File: config.mk
export PLATFORM = sky130hd
export DESIGN_NAME = seq_shifter
export DESIGN_NICKNAME = d
export VERILOG_FILES = /design/src/rtl/seq_shifter.sv
export SDC_FILE = /design/constraint.sdc
export NUM_CORES = 1
export LEC_CHECK = 0
export CORE_AREA = 3 3 63 65
export CTS_CLUSTER_SIZE = 14
export DETAILED_ROUTE_END_ITERATION = 7
export DIE_AREA = 0 0 66 68
export GPL_ROUTABILITY_DRIVEN = 0
export PLACE_DENSITY = 0.74
export SKIP_LAST_GASP = 1
export SYNTH_ARGS = -nofsm -noshare
export SYNTH_HDL_FRONTEND = slang
export SYNTH_SLANG_ARGS = --single-unit
File: constraint.sdc
create_clock -name clk -period 1.2 [get_ports clk]
set_input_delay 0.24 -clock clk [delete_from_list [all_inputs] [get_ports clk]]
set_output_delay 0.24 -clock clk [all_outputs]
set_load 0.05 [all_outputs]
File: src/rtl/seq_shifter.sv
// seq_shifter: multi-cycle shift engine that applies a one-bit shift once per
// clock until the requested amount is used up. Results are returned through a
// start/done handshake.
// Optional feature: define SEQ_SHIFTER_EARLY_EXIT_EN to leave SHIFT as soon as
// the next value is a fixed point of the operation.
module seq_shifter #(
  parameter int WIDTH = 16,
  parameter int CNTW  = 4
) (
  input  logic             clk,
  input  logic             reset,
  input  logic             start,
  input  logic [WIDTH-1:0] in,
  input  logic [1:0]       shift,
  input  logic [CNTW-1:0]  amount,
  output logic             busy,
  output logic             done,
  output logic [WIDTH-1:0] sout
);

  typedef enum logic [1:0] {IDLE, SHIFT, DONE} state_t;

  state_t            state, state_nxt;
  logic [CNTW-1:0]   count;
  logic [1:0]        op;
  logic [WIDTH-1:0]  shifted;
  logic              fixed_pt;

  // Apply one step of the latched opcode to the current result.
  always_comb begin
    shifted = sout;
    case (op)
      2'b01:   shifted = {sout[WIDTH-2:0], 1'b0};
      2'b10:   shifted = {1'b0, sout[WIDTH-1:1]};
      2'b11:   shifted = {sout[WIDTH-1], sout[WIDTH-1:1]};
      default: shifted = sout;
    endcase
  end

  // Further steps would not change the next value. All-ones is only stable
  // under ASR.
`ifdef SEQ_SHIFTER_EARLY_EXIT_EN
  always_comb begin
    fixed_pt = (shifted == '0) || ((op == 2'b11) && (shifted == '1));
  end
`else
  always_comb begin
    fixed_pt = 1'b0;
  end
`endif

  // State register.
  always_ff @(posedge clk) begin
    if (reset) state <= IDLE;
    else       state <= state_nxt;
  end

  // Next-state logic. A new start is accepted from either IDLE or DONE.
  always_comb begin
    state_nxt = state;
    case (state)
      IDLE, DONE: begin
        if (!start)                               state_nxt = IDLE;
        else if ((amount == '0) || (shift == 2'b00)) state_nxt = DONE;
        else                                      state_nxt = SHIFT;
      end
      SHIFT: begin
        if ((count == CNTW'(1)) || fixed_pt) state_nxt = DONE;
        else                                 state_nxt = SHIFT;
      end
      default: state_nxt = IDLE;
    endcase
  end

  // Datapath. Operands are latched on an accepted start, and the result
  // register is stepped while in SHIFT.
  always_ff @(posedge clk) begin
    if (reset) begin
      sout  <= '0;
      count <= '0;
      op    <= 2'b00;
    end else begin
      case (state)
        IDLE, DONE: begin
          if (start) begin
            sout  <= in;
            count <= amount;
            op    <= shift;
          end
        end
        SHIFT: begin
          sout  <= shifted;
          count <= count - CNTW'(1);
        end
        default: ;
      endcase
    end
  end

  assign busy = (state == SHIFT);
  assign done = (state == DONE);

endmodule

Word level (Yosys, flattened, before mapping)
Index checks and enable logic that the tools add are counted.

Bits in registers: 24. Bits of input ports: 25.

Reduce and logical (&&, ||, !) cells: 10. Add/subtract/negate cells: 1. Equality and inequality tests: 10. Muxes and demuxes: 9.

Operators with widths (count): 16-bit one-hot mux with 3 select lines (1); 16-bit one-hot mux with 2 select lines (1); 16-bit two-way mux (1); 4-bit one-hot mux with 2 select lines (1); 2-bit == test, second input constant (3); 2-bit two-way mux (3); 2-bit by 1-bit == test with 1-bit output, second input constant (2); 4-bit by 1-bit == test with 1-bit output, second input constant (1); 2-bit logical NOT (2); 4-bit logical NOT (1); 4-bit two-way mux (1); 2-bit != test, second input constant (2); 4-bit by 1-bit != test with 1-bit output, second input constant (1); 2-bit one-hot mux with 2 select lines (1); 2-bit AND reduction (2); 4-bit AND reduction (1); 4-bit by 1-bit subtractor with 4-bit output, second input constant (1); 3-bit by 1-bit != test with 1-bit output, second input constant (1); 3-bit AND reduction (1); 2-bit nonzero test (1); 2-bit OR reduction (1); 1-bit logical OR (1).

Logic depth before layout (Yosys ltp)
Depth after elaboration: 5. Depth in mapped cells: 5.

Worst setup path before layout
OpenSTA, ideal clock, no wires.

Path type: register to register. Start point: reg state[1]. End point: reg sout[3]. Period minus slack after synthesis: 1324 ps. Path buffers: 1. Cell stages (with the launch flop): 6. Arrival: 1228 ps. Path slack: -124 ps. Setup time: 96 ps. Path through: dfxtp_1 > nand2b_1 > inv_1 > buf_2 > nor2_1 > o41ai_2.

RTL lines: start: declaration (line 23) `state_t state, state_nxt;`; start signal: assignment (line 55) `else state <= state_nxt;`; 2-bit by 1-bit == test with 1-bit output *; named net busy (line 16) `output logic busy,`; 4-bit by 1-bit != test with 1-bit output (no line) or 2-bit nonzero test (tied branches); 3-bit AND reduction (no line); end signal: assignment (line 86) `sout <= in;`; end signal: assignment (line 92) `sout <= shifted;`; end: declaration (line 18) `output logic [WIDTH-1:0] sout`.

The timed path passes the listed nets; every way through them passes the cells marked *. A chain may end at the register's enable or synchronous reset.

Worst setup path in the final report
Start point: reg state[1]. End point: reg sout[0].

Word-level cells in the longest chain between the ends: 4.

RTL lines: 2-bit == test or 2-bit logical NOT (tied branches) (line 83) `case (state)`; 2-bit OR reduction (line 83); 2-bit != test (no line) or 2-bit nonzero test (tied branches); 3-bit AND reduction (no line).

Several ways; a longest one is shown, not always the timed one.

==> run_summary.xml <==
<?xml version="1.0" encoding="UTF-8"?>
<metrics>
  <group name="routing">
    <metric name="avgViaCountPerCell" unit="">5.921</metric>
    <metric name="post_drt_wl_per_cell" unit="um">17.88</metric>
    <metric name="drt-total-wl" unit="um">4756</metric>
    <metric name="ant_nets" unit="">0</metric>
    <metric name="drt_first_pass_iters" unit="">4</metric>
    <metric name="remaining_drc_errors" unit="">0</metric>
    <metric name="routed-via-count" unit="">1575</metric>
    <metric name="initialDrtViolationCount" unit="">103</metric>
  </group>
  <group name="pwr">
    <metric name="internal_power" unit="mW">1.641</metric>
    <metric name="comb_power_share" unit="">0.479</metric>
    <metric name="pwr_density_cell" unit="nW/um^2">1059</metric>
    <metric name="max-vdd-ir-drop" unit="uV">558.5</metric>
    <metric name="static-leakage-power" unit="nW">0.9818</metric>
    <metric name="power.clock.fraction" unit="">0.136</metric>
    <metric name="sequentialPowerShare" unit="">0.385</metric>
    <metric name="power_switching" unit="mW">1.006</metric>
    <metric name="sw_frac_of_total" unit="">0.3800</metric>
  </group>
  <group name="cts">
    <metric name="clkTransAtPathRegs" unit="ns">0.13</metric>
    <metric name="cts_hold_repair.buffers" unit="">0</metric>
    <metric name="clock_tree.buffer_depth" unit="">2</metric>
    <metric name="clk_lat_worst_skew" unit="ns">0.31</metric>
    <metric name="h-tree-depth" unit="">1</metric>
    <metric name="cts_tree" unit="">built</metric>
    <metric name="cts-buffers-inserted" unit="">3</metric>
    <metric name="cts_root_buf" unit="">sky130_fd_sc_hd__clkbuf_4</metric>
    <metric name="clock_sinks" unit="">24</metric>
  </group>
  <group name="cells_and_area">
    <metric name="final_common_cell" unit="">sky130_fd_sc_hd__clkdlybuf4s50_1</metric>
    <metric name="n_antenna_cell" unit="">0</metric>
    <metric name="areaGrowthSynthToFinish" unit="%">71.06</metric>
    <metric name="mostFrequentLayoutCells" unit="">sky130_fd_sc_hd__clkdlybuf4s50_1 (24), sky130_fd_sc_hd__buf_12 (20), sky130_fd_sc_hd__buf_4 (19)</metric>
    <metric name="layout-drive-gt1-share" unit="">0.4409</metric>
    <metric name="design_area" unit="um^2">2500</metric>
    <metric name="layout.nets" unit="">249</metric>
    <metric name="final-instance-count-excl-fill" unit="">266</metric>
  </group>
  <group name="yosys">
    <metric name="synth-edff-count" unit="">0</metric>
    <metric name="seq_area_frac_synth" unit="">0.3288</metric>
    <metric name="ys_ff_latch" unit="">24</metric>
    <metric name="netlist_area" unit="um^2">1461</metric>
    <metric name="synthArstFlopShare" unit="">0</metric>
    <metric name="dominantRegCellSynth" unit="">sky130_fd_sc_hd__dfxtp_1</metric>
    <metric name="postSynthCellCount" unit="">164</metric>
    <metric name="synth.lib_cells_used.distinct" unit="">35</metric>
    <metric name="synthesized_netlist_net_count" unit="">191</metric>
    <metric name="avgSynthCellArea" unit="um^2">8.911</metric>
    <metric name="synth_warnings" unit="">0</metric>
  </group>
  <group name="flow_run">
    <metric name="maxCapViolCount" unit="">0</metric>
  </group>
  <group name="global_routing">
    <metric name="grt_pass1_vias" unit="">1603</metric>
    <metric name="grt_first_pass_wirelength" unit="um">7486</metric>
    <metric name="grt.total_usage" unit="">0.2115</metric>
    <metric name="grt_start_max_net_pins" unit="">31</metric>
    <metric name="grt-ovfl-total" unit="">0</metric>
    <metric name="grt_antenna_before_repair" unit="">0</metric>
  </group>
  <group name="floorplanning">
    <metric name="ioPinCount" unit="">43</metric>
    <metric name="die_height" unit="um">68</metric>
    <metric name="floorplan.initialDensity" unit="">0.4312</metric>
    <metric name="fp.dieW" unit="um">66</metric>
    <metric name="floorplan.rows" unit="">21</metric>
    <metric name="placeableCoreArea" unit="um^2">3390</metric>
    <metric name="fp.dieArea" unit="um^2">4488</metric>
  </group>
  <group name="sta">
    <metric name="rsz0062_at_grt" unit="">yes</metric>
    <metric name="fin_crit_sh" unit="">1.175</metric>
    <metric name="finalSetupViolCount" unit="">20</metric>
    <metric name="final_max_slew_viol_count" unit="">0</metric>
    <metric name="final_critical_period" unit="ns">1.410</metric>
    <metric name="post-route-worst-setup-slack" unit="ns">-0.2096</metric>
    <metric name="hold_viol_final" unit="">0</metric>
    <metric name="timing_worst_slew_pin_value" unit="ns">0.6186</metric>
    <metric name="slew_headroom" unit="">0.5872</metric>
    <metric name="fin_skew" unit="ns">0.006731</metric>
    <metric name="timing.fmax" unit="GHz">0.7094</metric>
  </group>
  <group name="run_status">
    <metric name="run_status" unit="">finished with violations</metric>
    <metric name="failed_checks" unit="">negative setup slack</metric>
  </group>
  <group name="worst_hold_path">
    <metric name="worst_hold_path_type" unit="">flip-flop to flip-flop</metric>
  </group>
  <group name="setup_path">
    <metric name="cpMaxStageDelayCell" unit="">sky130_fd_sc_hd__dfxtp_2</metric>
    <metric name="setup.worst_path.start_class" unit="">flip-flop</metric>
    <metric name="worstSetupPathType" unit="">flip-flop to flip-flop</metric>
    <metric name="critical_path_arrival" unit="ns">1.62</metric>
    <metric name="worstSetupEndpointType" unit="">flip-flop</metric>
    <metric name="cp_cell_sequence" unit="">nand2b_4 -&gt; buf_4 -&gt; buf_4 -&gt; and2_1 -&gt; o311a_1</metric>
    <metric name="crit_fanout" unit="">6</metric>
    <metric name="cpMostUsedCell" unit="">sky130_fd_sc_hd__buf_4</metric>
    <metric name="cp_top_family" unit="">flip-flops</metric>
    <metric name="critical_path.n_buffers_inverters" unit="">2</metric>
    <metric name="worst-endpoint-required" unit="ns">1.41</metric>
    <metric name="crit_path_max_incr_delay" unit="ns">0.35</metric>
  </group>
  <group name="placed_design">
    <metric name="post-dp-hpwl" unit="um">3138</metric>
    <metric name="post_dp_cell_area" unit="um^2">2191</metric>
    <metric name="dp_cells" unit="">253</metric>
    <metric name="portBuffers" unit="">42</metric>
  </group>
</metrics>
-- logic make-up (layout without fill, tap and decap cells) --
| group | after synthesis | in the layout | synth area share |
|---|---|---|---|
| simple gates | 53 | 53 | 0.1866 |
| flops | 24 | 24 | 0.3288 |
| compound gates | 61 | 62 | 0.3896 |
| buf+inv | 23 | 78 | 0.07192 |
| xor+xnor | 1 | 1 | 0.005994 |
| fa+ha+maj | 2 | 2 | 0.01712 |
-- area by class of cell --
class	instances	area, um^2
multi-input combinational	118	1020
fill	236	889.6
timing repair buffer	69	868.3
sequential	24	505.5
tap	46	57.56
inverter	6	26.28
clock buffer	3	22.52
-- metrics by stage --
stage | power (mW) | util | hold slack (ns) | setup slack [ns] | TNS (ns)
finish | 2.646 | 0.7375 | 0.5005 | -0.2096 | -3.056
global placement | 2.063 | 0.6464 | 0.4697 | -0.3126 | -5.517
floorplan | 1.592 | - | 0.3455 | 0.003562 | 0
detailed placement | 2.096 | 0.6464 | 0.4751 | -0.3474 | -6.453
CTS | 2.547 | 0.6977 | 0.4932 | -0.1961 | -2.537
global route | 2.765 | 0.7375 | 0.4801 | -0.2564 | -4.040
-- registers in the layout (all words and copies together), names as in the netlist --
| register | flops |
|---|---|
| op | 2 |
| state | 2 |
| count | 4 |
| sout | 16 |
-- worst min-delay path: cells and delay by family, from the launching register on --
kind / cells / cell delay, ns
flops: 1 / 0.37
simple gates: 1 / 0.06
compound gates: 1 / 0.05
-- timing repair --
item	4_1_cts	5_1_grt
endpoints found under the setup margin	24	38
gates cloned	1	1
gates resized for setup	21	25
pin swaps	11	4
setup buffers	6	2
-- power by group through the flow --
stage               logic (mW)  clock network (mW)  registers (mW)
finish                    1.27               0.360            1.02
global route              1.33               0.408            1.03
CTS                       1.19               0.361           0.999
detailed placement        1.08                   0            1.01
global placement          1.06                   0            1.01
floorplan                0.435                   0            1.16
-- worst paths after layout --
kind,from,end,slack [ns],cells after the start
worst max register to register,state[1]$_SDFF_PP0_,sout[0]$_SDFFE_PP0P_,-0.21,5
worst min-delay path,op[1]$_SDFFE_PP0P_,op[1]$_SDFFE_PP0P_,0.50,2
worst max-delay path,state[1]$_SDFF_PP0_,sout[0]$_SDFFE_PP0P_,-0.21,5
worst min register to register,op[1]$_SDFFE_PP0P_,op[1]$_SDFFE_PP0P_,0.50,2
-- routing by layer --
metal / share of wire / GRT usage
met2: 0.52 / 0.3717
met5: 0 / 0
met4: 0.0050 / 0.06853
met3: 0.066 / 0.03612
met1: 0.41 / 0.2632
-- synthesized netlist by cell type, drive strengths merged (2+ instances only) --
library cell	instances	share of area
nor3b	2	0.010
a31oi	2	0.0086
buf	8	0.033
o2111ai	14	0.084
o311a	2	0.014
nand2b	2	0.0086
nor2b	15	0.064
nand2	7	0.018
nor2	17	0.045
and2	2	0.0086
a21oi	6	0.021
a211oi	13	0.067
dfxtp	24	0.33
o41ai	14	0.14
inv	6	0.015
clkbuf	9	0.023
or3	3	0.013
nand3	3	0.010
o211ai	2	0.010
ha	2	0.017
Note: power is estimated with default switching activity, not from simulation.
